<file path="config.mk">
export PLATFORM = sky130hd
export DESIGN_NAME = mfcc_dct_sequencer
export DESIGN_NICKNAME = d
export VERILOG_FILES = /design/src/rtl/mfcc_dct_sequencer.sv
export SDC_FILE = /design/constraint.sdc
export NUM_CORES = 1
export LEC_CHECK = 0
export ABC_CLOCK_PERIOD_IN_PS = 2300
export CORE_MARGIN = 4
export CORE_UTILIZATION = 50
export DETAILED_ROUTE_END_ITERATION = 12
export PLACE_DENSITY_LB_ADDON = 0.3
export SYNTH_ARGS = -nofsm -noshare
export SYNTH_HDL_FRONTEND = slang
export SYNTH_SLANG_ARGS = --single-unit
</file>
<file path="constraint.sdc">
create_clock -name clk -period 2.3 [get_ports clk]
set_clock_uncertainty 0.05 [all_clocks]
set_input_delay 0.575 -clock clk [delete_from_list [all_inputs] [get_ports clk]]
set_output_delay 0.575 -clock clk [all_outputs]
set_load 0.01 [all_outputs]
</file>
<file path="src/rtl/mfcc_dct_sequencer.sv">
// Control sequencer for the time-multiplexed MFCC DCT: it steps one MAC through every
// (coefficient, bin) product and writes each finished coefficient into the result file.
module mfcc_dct_sequencer #(
    parameter int N_INPUTS  = 40,
    parameter int N_OUTPUTS = 13,
    parameter int SEL_W     = $clog2(N_INPUTS),
    parameter int ADDR_W    = $clog2(N_INPUTS * N_OUTPUTS),
    parameter int OADDR_W   = $clog2(N_OUTPUTS),
    parameter int CNT_W     = 16
) (
    input  logic               clk,
    input  logic               rst_n,
    input  logic               in_valid_i,
    output logic               in_ready_o,
    output logic               frame_load_o,
    output logic [SEL_W-1:0]   mac_sel_o,
    output logic [ADDR_W-1:0]  rom_addr_o,
    output logic               acc_en_o,
    output logic               acc_clr_o,
    output logic               out_wr_en_o,
    output logic [OADDR_W-1:0] out_wr_addr_o,
    output logic               out_valid_o,
    input  logic               out_ready_i,
    output logic               busy_o,
    output logic [CNT_W-1:0]   frames_done_o
);

    typedef enum logic [2:0] {
        IDLE,
        LOAD,
        RUN,
        FLUSH,
        DONE
    } state_e;

    localparam logic [SEL_W-1:0]   J_LAST = SEL_W'(N_INPUTS - 1);
    localparam logic [OADDR_W-1:0] I_LAST = OADDR_W'(N_OUTPUTS - 1);

    state_e              state_q;
    logic [SEL_W-1:0]    j_q;
    logic [OADDR_W-1:0]  i_q;
    logic [ADDR_W-1:0]   rom_q;
    logic                wr_en_q;
    logic [OADDR_W-1:0]  wr_addr_q;
    logic [CNT_W-1:0]    frames_q;

    logic j_last;
    logic i_last;

    assign j_last = (j_q == J_LAST);
    assign i_last = (i_q == I_LAST);

    // NOTE: every register here, including the counters, sits on the async reset so an
    // aborted frame leaves no partial write or stale address behind.
    always_ff @(posedge clk or negedge rst_n) begin
        if (!rst_n) begin
            state_q   <= IDLE;
            j_q       <= '0;
            i_q       <= '0;
            rom_q     <= '0;
            wr_en_q   <= 1'b0;
            wr_addr_q <= '0;
            frames_q  <= '0;
        end else begin
            // NOTE: non-blocking throughout; the default below is overridden by later
            // assignments in the same cycle, giving a one-cycle write strobe.
            wr_en_q <= 1'b0;
            case (state_q)
                IDLE: begin
                    if (in_valid_i) state_q <= LOAD;
                end
                LOAD: begin
                    j_q     <= '0;
                    i_q     <= '0;
                    rom_q   <= '0;
                    state_q <= RUN;
                end
                RUN: begin
                    if (j_last) begin
                        // Coefficient i is complete; its write overlaps term (i+1, 0).
                        j_q       <= '0;
                        wr_en_q   <= 1'b1;
                        wr_addr_q <= i_q;
                        if (i_last) begin
                            rom_q   <= '0;
                            state_q <= FLUSH;
                        end else begin
                            i_q   <= i_q + 1'b1;
                            rom_q <= rom_q + 1'b1;
                        end
                    end else begin
                        j_q   <= j_q + 1'b1;
                        rom_q <= rom_q + 1'b1;
                    end
                end
                FLUSH: begin
                    frames_q <= frames_q + 1'b1;
                    state_q  <= DONE;
                end
                DONE: begin
                    if (out_ready_i) state_q <= IDLE;
                end
                default: state_q <= IDLE;
            endcase
        end
    end

    // Remaining outputs decode straight from state and counter registers.
    assign in_ready_o    = (state_q == IDLE);
    assign busy_o        = (state_q != IDLE);
    assign frame_load_o  = (state_q == LOAD);
    assign acc_en_o      = (state_q == RUN);
    assign acc_clr_o     = (state_q == RUN) && (j_q == '0);
    assign out_valid_o   = (state_q == DONE);
    assign mac_sel_o     = j_q;
    assign rom_addr_o    = rom_q;
    assign out_wr_en_o   = wr_en_q;
    assign out_wr_addr_o = wr_addr_q;
    assign frames_done_o = frames_q;

endmodule

</file>
==> implementation parameters, run 1 <==
Parameter                              Value

Route
  Vias    between 1500 and 2000
  Final wirelength    4570 um
  Routed length per placed instance    ~15 um
  Routed Antenna Nets    0
  TritonRoute pass-1 iters    4
  Number of vias per cell    roughly 5.5
  Iter 0 DRT Violations    roughly 110
  DRC errors left    0

Die
  Core Area    around 4100 sq um
  Top-level I/O count    between 40 and 50
  Initial standard-cell utilization of the core    0.523
  Die W    around 73 um
  Site Rows    23
  Die height    73.2 um
  Die area    about 5400 sq um

Power and ir drop
  Areal power density over the cells    ~910 nW/um^2
  Share of total power in the clock network    0.201
  IR drop worst, VDD    approximately 520 uV
  Switching portion of total power    0.349
  Static power due to leakage    1.31 nW
  Combinational fraction of design power    0.401
  Cell Int Power    1.67 mW
  Switching power summed over all nets    roughly 0.89 mW
  Part of the power in registers    0.398

Place
  Final weighted congestion of routability-driven global placement    slightly above 0.8
  Placed instance count    298
  Placed standard-cell area    around 2700 sq um
  DP HPWL    3290 um
  Port Buffer Count    46

Layout
  Util after Layout    0.693
  Commonest non-fill, non-tap cell in the layout    sky130_fd_sc_hd__dfrtp_1
  Design Area, Final    roughly 2800 sq um
  NumNets Final    ~270
  Relative area change from synthesis to final layout    32.4%
  Final instance count without filler cells    between 300 and 400
  Proportion of layout cells with a drive suffix above 1    0.148
  Commonest cells after routing, fill and taps aside    sky130_fd_sc_hd__dfrtp_1 (43), sky130_fd_sc_hd__clkdlybuf4s50_1 (39), sky130_fd_sc_hd__nand2_1 (19)
  Count of inserted antenna diode cells    0

Yosys
  Cells after synthesis    approximately 200
  Proportion of register bits with asynchronous set or reset after synthesis    1.00
  Most used DFF post-synth    sky130_fd_sc_hd__dfrtp_1
  Synth warnings    0
  Sequential share of the synthesized area    0.519
  Post-synth EDFFs    0
  Post-Synthesis Mean Instance Area    approximately 11 sq um
  Flops & latches, synth    44
  Unique cell type count in the Yosys netlist    35
  Total standard cell area after synthesis    roughly 2100 sq um
  Post-Syn Nets    slightly above 200

Critical path
  Critical path data arrival time    around 1.6 ns
  Required arrival time at the worst endpoint    approximately 1.7 ns
  Endpoint type of the worst setup path    output port
  Worst Setup Path Type    flop to output port
  R2r setup slk    roughly 0.32 ns
  Worst-case reg-to-reg path depth    5
  Kind of launch point of the worst setup path    flop
  End of the worst register-to-register path    rom_addr_o[2]
  Critical-path maximum fanout    6
  FF-to-FF Start    state_q[2]

GRT
  Initial antenna violation count    0
  Gr ovfl total    0
  Overall track demand over capacity in global routing    0.190
  Largest net degree at the start of global routing    25
  Global-route wire length before repair    around 7800 um
  Vias in the first global route    1671

Timing
  Fin. Hold Viols    0
  Setup repair after global routing missed its margin    false
  Transition time at the pin with the least slew margin    between 0.5 and 0.6 ns
  Total Neg Setup Slack    0 ns
  Final setup viols    0
  Highest achievable clock rate    approximately 450 MHz
  Relative slew slack    0.661
  Final count of pins violating max slew    0
  Final clock period utilization by the worst path    0.970
  Final worst hold slack    0.187 ns
  Time the final worst path needs with I/O delays and setup    ~2.2 ns

CTS
  Clock buffer count from CTS    5
  Quantity of hold-fixing buffers added after cts    0
  Clk root buf    sky130_fd_sc_hd__clkbuf_8
  Clock H-tree levels    2
  Clock insertion delay at the later pin of the skew report    ~0.30 ns
  Number of sinks handled by clock tree synthesis    44
  Clock transition at path regs    around 0.080 ns
  Worst-case clock buffer depth    2
  Clock tree from TritonCTS    built

Min path
  Class of the tightest hold or removal check    input port to async pin

Flow run
  Max Cap Viol    0

Outcome
  Status    complete, no violations
[cells by family (layout without fill, tap and decap cells)]
kind of cell,Yosys count,after routing,share of synthesized area
compound gates,22,22,0.0731
buf+inv,14,76,0.0354
fa+ha+maj,6,6,0.0354
xor+xnor,25,25,0.103
flops,44,44,0.519
mux,8,8,0.0418
simple gates,76,76,0.193
[per-stage QoR]
stage	setup slack, ns	power (mW)
after detailed placement	0.0626	2.07
after floorplan	0.240	1.58
after global placement	0.0769	2.03
final	0.0681	2.56
after global routing	0.00656	2.72
after CTS	0.0289	2.57
[cell usage after synthesis (all sizes together) (6+ instances only)]
library cell | instances | share of area
nand2 | 19 | 0.034
nor3 | 6 | 0.019
inv | 10 | 0.018
nand3 | 8 | 0.019
xnor2 | 17 | 0.070
nor2 | 16 | 0.028
ha | 6 | 0.035
o21ai | 9 | 0.021
nor4 | 6 | 0.018
xor2 | 8 | 0.033
mux2 | 7 | 0.037
dfrtp | 44 | 0.52
[worst max path at each step]
| stage | depth (start not counted) | endpoint | from | slack [ns] |
|---|---|---|---|---|
| CTS | 4 | acc_en_o | state_q[2] | 0.03 |
| global placement | 4 | acc_clr_o | state_q[2] | 0.08 |
| floorplan | 6 | acc_clr_o | state_q[0] | 0.24 |
| global route | 4 | acc_clr_o | state_q[2] | 0.007 |
| finish | 4 | acc_en_o | state_q[2] | 0.07 |
| detailed placement | 4 | acc_clr_o | state_q[2] | 0.06 |
[state kept, by name (all words and copies together) (netlist names)]
register and flops:
out_wr_en_o 1, state_q 3, frames_done_o 16, i_q 4, rom_addr_o 10, mac_sel_o 6, out_wr_addr_o 4
[power groups by stage]
stage | combinational, mW | clock, mW | sequential (mW)
after floorplan | 0.524 | 0 | 1.05
after global placement | 1.01 | 0 | 1.03
after detailed placement | 1.03 | 0 | 1.03
after CTS | 1.03 | 0.527 | 1.02
after global routing | 1.13 | 0.553 | 1.04
final | 1.03 | 0.516 | 1.02
[area by class of cell]
class	count	area [sq um]
timing repair buffer	59	562
inverter	10	37.5
sequential	44	1100
fill	311	1250
tap	50	62.6
multi-input combinational	137	950
clock buffer	7	96.3
[per-layer routing]
metal	vias up	GRT usage	wire length (um)	share of wire
li1	806	-	-	-
met1	830	0.243	2050	0.45
met2	38	0.309	2240	0.49
met3	7	0.0413	205	0.045
met4	0	0.0861	81	0.018
met5	-	0	0	0
[worst max-delay path, stage by stage, from the launching register on]
cell                            delay [ns]
sky130_fd_sc_hd__dfrtp_2              0.44
sky130_fd_sc_hd__or3b_4               0.39
sky130_fd_sc_hd__inv_2                0.08
sky130_fd_sc_hd__buf_4                0.13
sky130_fd_sc_hd__dlygate4sd2_1        0.27
[what timing repair did]
item / CTS / global route
endpoints found under the setup margin: 5 / 3
gates resized for setup: 6 / 3
setup buffers: 2 / 0
(Power assumes the default switching activity.)
==> inputs of run 2 (changes only) <==
- GPL_TIMING_DRIVEN: default -> 0
- PLACE_DENSITY: default -> 0.79
- PLACE_DENSITY_LB_ADDON: 0.3 -> default
- TNS_END_PERCENT: default -> 1
==> implementation parameters, run 2 (synthesized netlist as in run 1, its figures left out) <==
Parameter                              Value

Timing
  Final count of pins violating max slew    0
  Setup repair after global routing missed its margin    true
  Final setup viols    0
  Worst Slack Setup Final    between 0.01 and 0.015 ns
  Highest achievable clock rate    between 400 and 500 MHz
  Relative slew slack    0.595
  Time the final worst path needs with I/O delays and setup    roughly 2.3 ns
  Final clock period utilization by the worst path    0.995
  Transition time at the pin with the least slew margin    approximately 0.60 ns
  Fin. Hold Viols    0

Critical path
  Critical-path maximum fanout    7
  Worst Path Buf+Inv    3
  Cell with the most instances on the worst path    sky130_fd_sc_hd__buf_6
  Kind of launch point of the worst setup path    flop
  Required arrival time at the worst endpoint    between 1.5 and 2 ns
  Critical path depth    5
  Worst Setup Path Type    flop to output port
  Cell-by-cell trace of the critical path    or3b_4 > inv_4 > buf_6 > and3_4 > buf_6
  Endpoint type of the worst setup path    output port
  End of the worst register-to-register path    rom_addr_o[8]
  FF-to-FF Start    state_q[2]
  Longest individual stage delay on the worst path    about 0.47 ns
  Slowest cell on the critical path    sky130_fd_sc_hd__dfrtp_2
  Worst-case reg-to-reg path depth    5
  R2r setup slk    roughly 0.25 ns
  Critical path data arrival time    around 1.7 ns
  Delay-heaviest family, CP    simple AND/OR/NAND/NOR gates

Power and ir drop
  IR drop worst, VDD    about 640 uV
  Total power after layout    approximately 2.8 mW
  Static power due to leakage    between 1 and 1.5 nW
  Areal power density over the cells    just under 1000 nW/um^2

CTS
  Number of sinks handled by clock tree synthesis    44
  Quantity of hold-fixing buffers added after cts    0
  Clock tree from TritonCTS    built
  Clock H-tree levels    2
  Clock transition at path regs    0.09 ns
  Clock insertion delay at the later pin of the skew report    about 0.3 ns
  Clk root buf    sky130_fd_sc_hd__clkbuf_8
  Clock buffer count from CTS    5
  Worst-case clock buffer depth    2

Die
  Core Area    ~4100 sq um
  Die W    approximately 73 um
  Top-level I/O count    47
  Initial standard-cell utilization of the core    0.523
  Site Rows    23
  Die height    approximately 73 um
  Die area    roughly 5400 sq um

Route
  Vias    ~1600
  Highest Signal Layer    met4
  DRC errors left    0
  Met2 wire len    approximately 2200 um
  Routed Antenna Nets    0
  WL met1    just over 2000 um
  Number of vias per cell    5.33
  Final wirelength    4480 um
  TritonRoute pass-1 iters    4
  Sum of met3 wire segment lengths after detailed routing    about 180 um
  Iter 0 DRT Violations    121
  Routed length per placed instance    14.5 um

Layout
  Commonest cells after routing, fill and taps aside    sky130_fd_sc_hd__dfrtp_1 (43), sky130_fd_sc_hd__clkdlybuf4s50_1 (40), sky130_fd_sc_hd__nand2_1 (19)
  Count of inserted antenna diode cells    0
  Proportion of layout cells with a drive suffix above 1    0.159
  Commonest non-fill, non-tap cell in the layout    sky130_fd_sc_hd__dfrtp_1
  Final instance count without filler cells    between 300 and 400
  Max FFs per register    16
  NumNets Final    ~270
  Relative area change from synthesis to final layout    34.8%

Outcome
  Status    complete, no violations

Place
  Post-placement worst setup slack    -0.323 ns
  Placed instance count    just under 300
  DP HPWL    3060 um
  Port Buffer Count    46
  Final weighted congestion of routability-driven global placement    between 0.8 and 0.9

GRT
  Overall track demand over capacity in global routing    0.179
  Largest net degree at the start of global routing    26
  Initial antenna violation count    0
  Vias in the first global route    around 1600
  Gr ovfl total    0
  Global-route wire length before repair    about 7400 um

Min path
  Class of the tightest hold or removal check    input port to async pin

Flow run
  Max Cap Viol    0
[run 2: changes by cell type in the layout (fill, tap and decap cells not counted), sizes merged]
cell,previous run,this run
buf,14,15
bufinv,0,1
clkbuf,7,6
clkdlybuf4s15,0,2
clkdlybuf4s50,39,40
clkinv,0,1
dlygate4sd2,5,2
dlymetal6s2s,1,0
[run 2: worst reg2reg max path, cell delays in order (launching register included)]
cell	delay [ns]
sky130_fd_sc_hd__dfrtp_2	0.47
sky130_fd_sc_hd__or3b_4	0.44
sky130_fd_sc_hd__buf_4	0.17
sky130_fd_sc_hd__nor3_4	0.40
sky130_fd_sc_hd__a41o_4	0.34
sky130_fd_sc_hd__nor2_1	0.07
[run 2: final cells by class]
type,count,area [sq um]
fill,293,1190
sequential,44,1100
multi-input combinational,137,961
timing repair buffer,56,542
clock buffer,6,82.6
tap,50,62.6
inverter,10,40.0
clock inverter,2,38.8
buffer,3,33.8
[run 2: repair_timing]
| action | 4_1_cts | 5_1_grt |
|---|---|---|
| setup buffers | 0 | 9 |
| setup endpoints to repair | 5 | 6 |
| gates resized for setup | 11 | 8 |
| cloned | 0 | 0 |
| pin swaps | 1 | 2 |
[run 2: per-layer routing]
layer | track usage | up-vias
met2 | 0.272 | 36
met3 | 0.0592 | 4
met5 | 0 | -
li1 | - | 803
met1 | 0.244 | 798
met4 | 0.0553 | 0
[run 2: worst max-delay path by stage]
stage / from / slack, ns / end
floorplan: state_q[0] / 0.24 / acc_clr_o
global placement: rst_n / -0.54 / frames_done_o[15]
detailed placement: state_q[0] / -0.32 / acc_clr_o
CTS: state_q[0] / -0.16 / acc_clr_o
global route: state_q[2] / -0.04 / acc_clr_o
finish: state_q[2] / 0.01 / acc_clr_o
[run 2: where the power goes]
part / internal [mW] / switching (mW) / total, mW
sequential: 0.888 / 0.141 / 1.03
clock: 0.355 / 0.266 / 0.621
combinational: 0.584 / 0.522 / 1.11
[run 2: per-stage QoR]
stage                     area [sq um]  utilization  setup TNS (ns)  hold slack, ns
after global placement            2650        0.652          -24.31           0.412
after floorplan                   2120            -               0           0.229
after detailed placement          2660        0.656          -0.603           0.427
after global routing              2860        0.706         -0.0493           0.197
after CTS                         2780        0.686          -0.321           0.180
final                             2860        0.706               0           0.167
